==> src/rtl/keypad_safe_ctrl.sv <==
// Keypad safe controller: digit entry, password compare, password change,
// and timed lockout after repeated wrong attempts. All outputs are registered.
module keypad_safe_ctrl #(
    parameter int PW_LEN         = 4,
    parameter int MAX_FAIL       = 3,
    parameter int LOCKOUT_CYCLES = 1024
) (
    input  logic              clk,
    input  logic              initialize_n,
    input  logic              key_valid,
    input  logic [3:0]        key_code,
    input  logic              reset_password,
    output logic [PW_LEN-1:0] password_led,
    output logic [2:0]        state,
    output logic              unlocked,
    output logic              alarm,
    output logic [3:0]        fail_cnt
);

    localparam int CW = $clog2(PW_LEN + 1);
    localparam int TW = $clog2(LOCKOUT_CYCLES);
    localparam logic [CW-1:0] PW_LEN_C    = CW'(PW_LEN);
    localparam logic [TW-1:0] TIMER_LOAD  = TW'(LOCKOUT_CYCLES - 1);
    localparam logic [3:0]    MAX_FAIL_C  = 4'(MAX_FAIL);

    typedef enum logic [2:0] {
        ST_LOCKED  = 3'd0,
        ST_ENTRY   = 3'd1,
        ST_OPEN    = 3'd2,
        ST_SET_PW  = 3'd3,
        ST_LOCKOUT = 3'd4
    } state_t;

    state_t                  state_q, state_n;
    logic [PW_LEN-1:0][3:0]  pw_q, pw_n;
    logic [PW_LEN-1:0][3:0]  buf_q, buf_n;
    logic [CW-1:0]           count_q, count_n;
    logic [3:0]              fail_q, fail_n;
    logic [TW-1:0]           timer_q, timer_n;
    logic [PW_LEN-1:0]       led_q, led_n;
    logic                    unlocked_q, alarm_q;

    logic is_digit, is_star, is_sharp;
    logic full, match;
    logic [3:0] fail_inc;

    assign is_digit = key_valid && (key_code <= 4'd9);
    assign is_star  = key_valid && (key_code == 4'd10);
    assign is_sharp = key_valid && (key_code == 4'd11);
    assign full     = (count_q == PW_LEN_C);
    assign match    = full && (buf_q == pw_q);
    assign fail_inc = (fail_q == 4'hF) ? fail_q : fail_q + 4'd1;

    // NOTE: every signal gets a default before the case so no path leaves it unassigned (no latches).
    always_comb begin
        state_n = state_q;
        pw_n    = pw_q;
        buf_n   = buf_q;
        count_n = count_q;
        fail_n  = fail_q;
        timer_n = timer_q;

        unique case (state_q)
            ST_LOCKED: begin
                if (is_digit) begin
                    buf_n    = '0;
                    buf_n[0] = key_code;
                    count_n  = CW'(1);
                    state_n  = ST_ENTRY;
                end else if (is_star || is_sharp) begin
                    buf_n   = '0;
                    count_n = '0;
                end
            end
            ST_ENTRY, ST_SET_PW: begin
                if (is_digit) begin
                    // Digits beyond PW_LEN are silently dropped.
                    if (!full) begin
                        for (int i = 0; i < PW_LEN; i++)
                            if (CW'(i) == count_q) buf_n[i] = key_code;
                        count_n = count_q + CW'(1);
                    end
                end else if (is_star || is_sharp) begin
                    buf_n   = '0;
                    count_n = '0;
                    if (state_q == ST_ENTRY) begin
                        if (is_star) begin
                            state_n = ST_LOCKED;
                        end else if (match) begin
                            state_n = ST_OPEN;
                            fail_n  = '0;
                        end else begin
                            fail_n = fail_inc;
                            if (fail_inc >= MAX_FAIL_C) begin
                                state_n = ST_LOCKOUT;
                                timer_n = TIMER_LOAD;
                            end else begin
                                state_n = ST_LOCKED;
                            end
                        end
                    end else begin
                        if (is_star) begin
                            state_n = ST_OPEN;
                        end else if (full) begin
                            pw_n    = buf_q;
                            state_n = ST_OPEN;
                        end
                    end
                end
            end
            ST_OPEN: begin
                if (reset_password) begin
                    buf_n   = '0;
                    count_n = '0;
                    state_n = ST_SET_PW;
                end else if (is_sharp) begin
                    buf_n   = '0;
                    count_n = '0;
                    state_n = ST_LOCKED;
                end else if (is_star) begin
                    buf_n   = '0;
                    count_n = '0;
                end
            end
            ST_LOCKOUT: begin
                if (timer_q == '0) begin
                    state_n = ST_LOCKED;
                    fail_n  = '0;
                end else begin
                    timer_n = timer_q - TW'(1);
                end
            end
            default: begin
                state_n = ST_LOCKED;
                buf_n   = '0;
                count_n = '0;
                timer_n = '0;
            end
        endcase

        for (int i = 0; i < PW_LEN; i++)
            led_n[i] = (count_n > CW'(i));
    end

    // NOTE: sequential state uses non-blocking assignments so all flops update together on the edge.
    always_ff @(posedge clk) begin
        if (!initialize_n) begin
            state_q    <= ST_LOCKED;
            // NOTE: the password store is reset too, since a known 0000 code is part of the reset contract.
            pw_q       <= '0;
            buf_q      <= '0;
            count_q    <= '0;
            fail_q     <= '0;
            timer_q    <= '0;
            led_q      <= '0;
            unlocked_q <= 1'b0;
            alarm_q    <= 1'b0;
        end else begin
            state_q    <= state_n;
            pw_q       <= pw_n;
            buf_q      <= buf_n;
            count_q    <= count_n;
            fail_q     <= fail_n;
            timer_q    <= timer_n;
            led_q      <= led_n;
            unlocked_q <= (state_n == ST_OPEN) || (state_n == ST_SET_PW);
            alarm_q    <= (state_n == ST_LOCKOUT);
        end
    end

    assign state        = state_q;
    assign password_led = led_q;
    assign unlocked     = unlocked_q;
    assign alarm        = alarm_q;
    assign fail_cnt     = fail_q;

endmodule

==> config.mk <==
export PLATFORM = sky130hd
export DESIGN_NAME = keypad_safe_ctrl
export DESIGN_NICKNAME = d
export VERILOG_FILES = /design/src/rtl/keypad_safe_ctrl.sv
export SDC_FILE = /design/constraint.sdc
export NUM_CORES = 1
export LEC_CHECK = 0
export ABC_CLOCK_PERIOD_IN_PS = 5380
export BUFFER_PORTS_ARGS = -buffer_cell sky130_fd_sc_hd__buf_2
export CORE_ASPECT_RATIO = 0.6
export CORE_UTILIZATION = 25
export DETAILED_ROUTE_END_ITERATION = 7
export PLACE_DENSITY = 0.46
export SLEW_MARGIN = 20
export SYNTH_ARGS = -nofsm -noshare
export SYNTH_HDL_FRONTEND = slang
export SYNTH_SLANG_ARGS = --single-unit
==> constraint.sdc <==
create_clock -name clk -period 5.38 [get_ports clk]
set_input_delay 1.076 -clock clk [delete_from_list [all_inputs] [get_ports clk]]
set_output_delay 1.076 -clock clk [all_outputs]
set_load 0.005 [all_outputs]
After elaboration in Yosys (flattened, before gate mapping)
Index checks and enable logic that the tools add are counted.

Register bits: 58. Bits of input ports: 8. Output and inout bits: 13. Logic and storage cells: 126.

$add $sub $neg: 3. Order comparisons: 6. Eq/ne operators: 29. Multiplexer cells: 49. Bitwise gates (word level): 5. Reductions and logical operators: 19.

Operators by type and width (count): $mux W16 (7); $mux W10 (7); $pmux W16 S4 (1); $mux W3 (19); $mux W4 (11); $pmux W10 S3 (1); $pmux W3 S4 (2); $eq A16 B16 Y1 (1); $ne A2 B2 Y1 const B (8); $reduce_and A4 Y1 (4); $ne A3 B3 Y1 const B (5); $eq A3 B2 Y1 const B (4); $eq A4 B4 Y1 const B (3); $reduce_and A6 Y1 (2); $logic_not A10 Y1 (1); $sub A10 B1 Y10 const B (1); $eq A3 B3 Y1 const B (3); $pmux W4 S2 (1); $reduce_and A8 Y1 (1); $eq A2 B3 Y1 const A (2); $gt A3 B1 Y1 const B (2); $gt A3 B2 Y1 const B (2); $logic_not A3 Y1 (2); $not A1 Y1 (5); 11 further kinds (16).

Depth between registers and ports, before layout
Depth after elaboration: 12. Gate-level depth with buffers: 9. Mapped depth without buffers: 8.

Worst setup path before layout
OpenSTA, ideal clock, no wires.

Path kind: input to register. Start point: input key_code[2]. End point: register pw_q[0] in the netlist's numbering. Setup time: 128 ps. Arrival time: 2455 ps. Data required time: 5252 ps. Setup slack: 2798 ps. Stages on the path: 9. Path buffers: 3. Cells stage by stage: and4b_1 buf_4 and2_4 nand2_2 or3_1 buf_6 buf_8 mux2i_1 nor2_1.

Word-level cells in the longest chain between the ends: 4. Elaborated cells between the ends (all ways): 10. Classes of those cells: order compare (1); eq/ne (2); bitwise (2); reduce/logical (5).

Ends and longest elaborated chain: from (decl) (line 11) `input logic [3:0] key_code,`; $le A4 B4 Y1 (tied with other cells) (line 47) `assign is_digit = key_valid && (key_code <= 4'd9);`; $logic_and A1 B1 Y1 (on tied branches) (line 47, 48, 49); $not A1 Y1 (no line) / $logic_or A1 B1 Y1 (equally long branches); $reduce_and A6 Y1 (no line) (*); to (signal assigned) (line 160) `pw_q <= pw_n;`; to (decl) (line 35) `logic [PW_LEN-1:0][3:0] pw_q, pw_n;`.

Mark *: on every way between the ends. The rest lies on a longest branch, timed or not. A chain may end at the register's enable or synchronous reset.

Worst setup path in the final report
Start point: register state_q[0] (netlist: state[0]). End point: register pw_q[9] in the netlist's numbering.

Word-level cells in the longest chain between the ends: 3. Elaborated cells between the ends (all ways): 5. Classes of those cells: eq/ne (2); bitwise (1); reduce/logical (2).

Ends and longest elaborated chain: from (decl) (line 34) `state_t state_q, state_n;`; from (signal assigned) (line 159) `state_q <= state_n;`; $eq A3 B1 Y1 / $eq A3 B2 Y1 (equally long branches) (line 63, 86); $reduce_or A2 Y1 / $not A1 Y1 (equally long branches); $reduce_and A6 Y1 (no line) (*).

Marks and branches as above.

==> summary by stage <==
Status
The run finished with clean final reports.

Power
The reported net switching power is 0.260 mW. The power consumption is 1.08 mW. The combinational share of power is 8.2%. The clock network is responsible for 49.8% of the overall power. The reported leakage power is 1.53 nW. The total internal power is 0.822 mW. Power spread over the standard cell area amounts to 296 mW/mm². Net switching is 24.0% of the power. The share of total power dissipated in sequential elements is 42.0%. The worst supply voltage drop on vdd is 0.000152 V.

Synthesis
The synthesized netlist contains 67 unique library cells. The flip-flop and latch count after synthesis is 58. In this run the mean area of a mapped cell was 8.69 µm². In the synthesized netlist, the number of instances is 367. For this run, the number of Yosys warnings is 0. Counting every net in the synthesized netlist gives 382. The cell area after synthesis is 0.00319 mm². Counting flops with a built-in enable in the synthesized netlist gives 0. In the synthesized netlist the async set-or-reset flop fraction comes to 0%. The most used flip-flop cell after synthesis is dfxtp_1. Sequential elements use 36.4% of the synthesized area.

STA
The worst-case setup margin in the final layout is 2.37 ns. Setup violations remaining at the end of the flow were counted as 0. After routing, the total negative slack on setup checks comes to 0 ns.

The max-slew violation total from the final report was 0. The time the worst path needs with I/O delays and setup is 3.01 ns. Setup repair after global routing left no endpoint under its margin. The clock arrives with 0.00931 ns of skew.

The final period utilization is 55.9%. The highest achievable clock rate is 332 MHz. The worst pin sits at a relative slew slack of 37.2%.

On the final layout, the worst hold slack is 0.493 ns. The number of hold violations in the final report is 0. At the pin with the least slew margin, the transition time is 0.941 ns.

Worst setup path
Counting cells, the worst reg-to-reg path comes to 5. The origin of the worst setup path is state[0]$_SDFF_PN0_. In this run the register-to-register setup slack is 2.37 ns. In this run the critical register-to-register path is captured at pw_q[9]$_SDFFE_PN0P_. The peak per-stage delay on the critical path is 0.83 ns. Data arrives at the worst endpoint at 3.21 ns. In this run the critical register-to-register path is launched from state[0]$_SDFF_PN0_. The endpoint kind of the worst setup timing path is a flip-flop. In this run the worst path has a maximum fanout of 19. The critical path in this run is classified as reg2reg. Among all stages on the critical path, the largest delay is contributed by nor2b_1. The signal on the critical path passes through nor2b_1 > nand2_2 > or3_1 > mux2i_1 > nor2_1. The category of the worst setup path launch point is a flip-flop. The data required time at the worst endpoint is 5.58 ns.

Finish
The final layout contains 396 nets. The share of layout cells above drive strength 1 is 16.3%. The layout overhead on the synthesized area is 14.7%. The number of standard cells in the final layout excluding fillers is 551. The repair_antennas step left the layout with diodes totalling 0.

Cells fill 29.8% of the core in the end. With fillers left out, the area of the finished cells amounts to 0.00366 mm².

Floorplanning
The height of the die is 89.5 µm. The die is 148 µm wide. For this design the top-level I/O count stands at 21.

The area of the placeable core is 0.0123 mm². The starting utilization of the core area is 26.0%. The die covers 0.0132 mm². The number of rows created at floorplan is 31.

Clock tree
In this run the deepest clock path goes through 2 buffers. After clock tree synthesis, the clock-pin slew on the worst setup and hold paths is 0.05 ns. The number of levels in the clock H-tree is 3.

The clock latency on the worst-skew pair is 0.33 ns. In this run the clock root is driven by a clkbuf_16. The post-CTS resize count is 0.

Buffers inserted to repair hold after CTS numbered 0. The clock net sink count is 58. The number of clock buffers added by TritonCTS is 9. The TritonCTS clock tree is built.

The post-CTS setup repair buffer count is 0.

Detailed routing
The vias per cell is 5.00. For this block, the initial DRC count from the detailed router was 249. The pre-antenna-repair detailed-routing pass consisted of 5 iterations. The final route contains 2754 vias.

The remaining antenna violation count after routing is 0. The routed design has 8800 µm of wire. In the routed design, unresolved DRC markers number 0.

After detailed routing, the average wire length per cell comes to 16.0 µm.

Flow run
The number of max-cap violations is 0.

Global routing
Entering global routing, the biggest net connects 35 pins. The total overflow left after global routing is 0. The first global-routing pass estimated 14200 µm of wire. The via count of the first global-routing pass is 2544. The initial antenna violation count was 0. The global router's overall resource usage is 14.4%.

Placement
Summed over all nets, the half-perimeter wirelength after detailed placement is 6400 µm. Routability-driven placement finished with a final weighted congestion of 0.775. The standard cell area after detailed placement is 0.00337 mm². The cell total after placement is 535.

The post-place setup slack is 2.15 ns. The quantity of I/O buffers inserted on ports is 20.

Min path
The startpoint of the tightest hold check path is timer_q[9]$_SDFFE_PN0P_. The hold-critical path depth is 2. The worst hold-check path type is reg2reg. The worst hold path terminates at timer_q[9]$_SDFFE_PN0P_.
[worst max path at each step]
stage | end | slack (ns) | depth (start not counted)
after global placement | pw_q[15]$_SDFFE_PN0P_ | 2.18 | 7
final | pw_q[9]$_SDFFE_PN0P_ | 2.37 | 5
after detailed placement | pw_q[13]$_SDFFE_PN0P_ | 2.15 | 7
after floorplan | pw_q[0]$_SDFFE_PN0P_ | 2.80 | 9
after global routing | pw_q[11]$_SDFFE_PN0P_ | 2.06 | 5
after CTS | pw_q[13]$_SDFFE_PN0P_ | 2.37 | 5
[routing by layer]
metal / vias up / global-route usage, % / wire (µm)
li1: 1365 / - / -
met1: 1322 / 22.6 / 5170
met2: 59 / 17.6 / 3130
met3: 8 / 4.13 / 395
met4: 0 / 4.97 / 102
met5: - / 0 / 0
[logic make-up (layout without fill, tap and decap cells)]
kind of cell | Yosys count | after routing | share of synthesized area, %
AO/OA/AOI/OAI | 106 | 106 | 23.3
XOR/XNOR | 17 | 17 | 4.67
adder cells (fa/ha/maj) | 7 | 7 | 2.75
buffers and inverters | 32 | 51 | 5.85
flip-flops | 58 | 58 | 36.4
multiplexers | 16 | 16 | 5.02
AND/OR/NAND/NOR | 131 | 131 | 22.0
[sequential cells by signal (all words and copies together) (netlist names)]
register	cells
alarm	1
buf_q	16
count_q	3
fail_cnt	4
password_led	4
pw_q	16
state	3
timer_q	10
unlocked	1
[cell type report]
cell class | count | area [µm²]
Sequential cell | 58 | 1160
Clock buffer | 14 | 274
Tap cell | 165 | 206
Inverter | 13 | 48.8
Timing Repair Buffer | 22 | 115
Multi-Input combinational cell | 277 | 1840
Fill cell | 1333 | 8600
Clock inverter | 2 | 10.0
[critical path, delay by kind of cell (launching register included)]
kind / cells / cell delay (ns)
simple gates: 4 / 1.82
flops: 1 / 0.77
mux: 1 / 0.28
[power groups by stage]
stage               Clock, mW  Combinational [mW]  Sequential (mW)
detailed placement          0              0.0886            0.462
finish                  0.539              0.0889            0.454
global placement            0              0.0880            0.462
CTS                     0.557              0.0890            0.453
floorplan                   0              0.0667            0.456
global route            0.571              0.0984            0.455
[cell usage after synthesis, types with 4 or more instances]
cell / n / area share (%)
clkbuf_1: 7 / 0.82
nor2b_1: 8 / 1.6
o221a_2: 4 / 1.4
o21a_1: 7 / 1.6
buf_6: 5 / 1.8
inv_1: 12 / 1.4
nand3_1: 5 / 0.78
o21ai_0: 18 / 2.8
a21oi_1: 29 / 4.6
nor2_1: 37 / 4.4
xnor2_1: 12 / 3.3
nand4_1: 7 / 1.4
a31oi_1: 5 / 0.98
nand2b_1: 5 / 0.98
or3_1: 4 / 0.78
a21o_1: 4 / 0.94
nand2_1: 29 / 3.4
a211oi_1: 4 / 0.94
xor2_1: 5 / 1.4
mux2i_1: 16 / 5.0
ha_1: 7 / 2.7
nor3_1: 8 / 1.3
o22ai_1: 8 / 1.6
dfxtp_1: 58 / 36
buf_4: 4 / 0.94
[placed cells by master, fill, tap and decap left out, types with 3 or more instances in the layout]
| cell | instances |
|---|---|
| xnor2_1 | 12 |
| nor2b_1 | 8 |
| a211oi_1 | 4 |
| o21ai_0 | 18 |
| nor2_1 | 37 |
| nand3_1 | 5 |
| ha_1 | 7 |
| a2111oi_0 | 3 |
| a21o_1 | 4 |
| nand2_1 | 29 |
| clkbuf_8 | 3 |
| inv_1 | 12 |
| buf_2 | 20 |
| nor3_1 | 8 |
| nor3b_1 | 3 |
| mux2i_1 | 16 |
| a32oi_1 | 3 |
| clkbuf_16 | 9 |
| dfxtp_1 | 58 |
| o22ai_1 | 8 |
| o221a_2 | 4 |
| xor2_1 | 5 |
| nand2b_1 | 5 |
| o21a_1 | 7 |
| nand4b_1 | 3 |
| or3_1 | 4 |
| nand4_1 | 7 |
| a31oi_1 | 5 |
| a21oi_1 | 29 |
(Power assumes the default switching activity.)
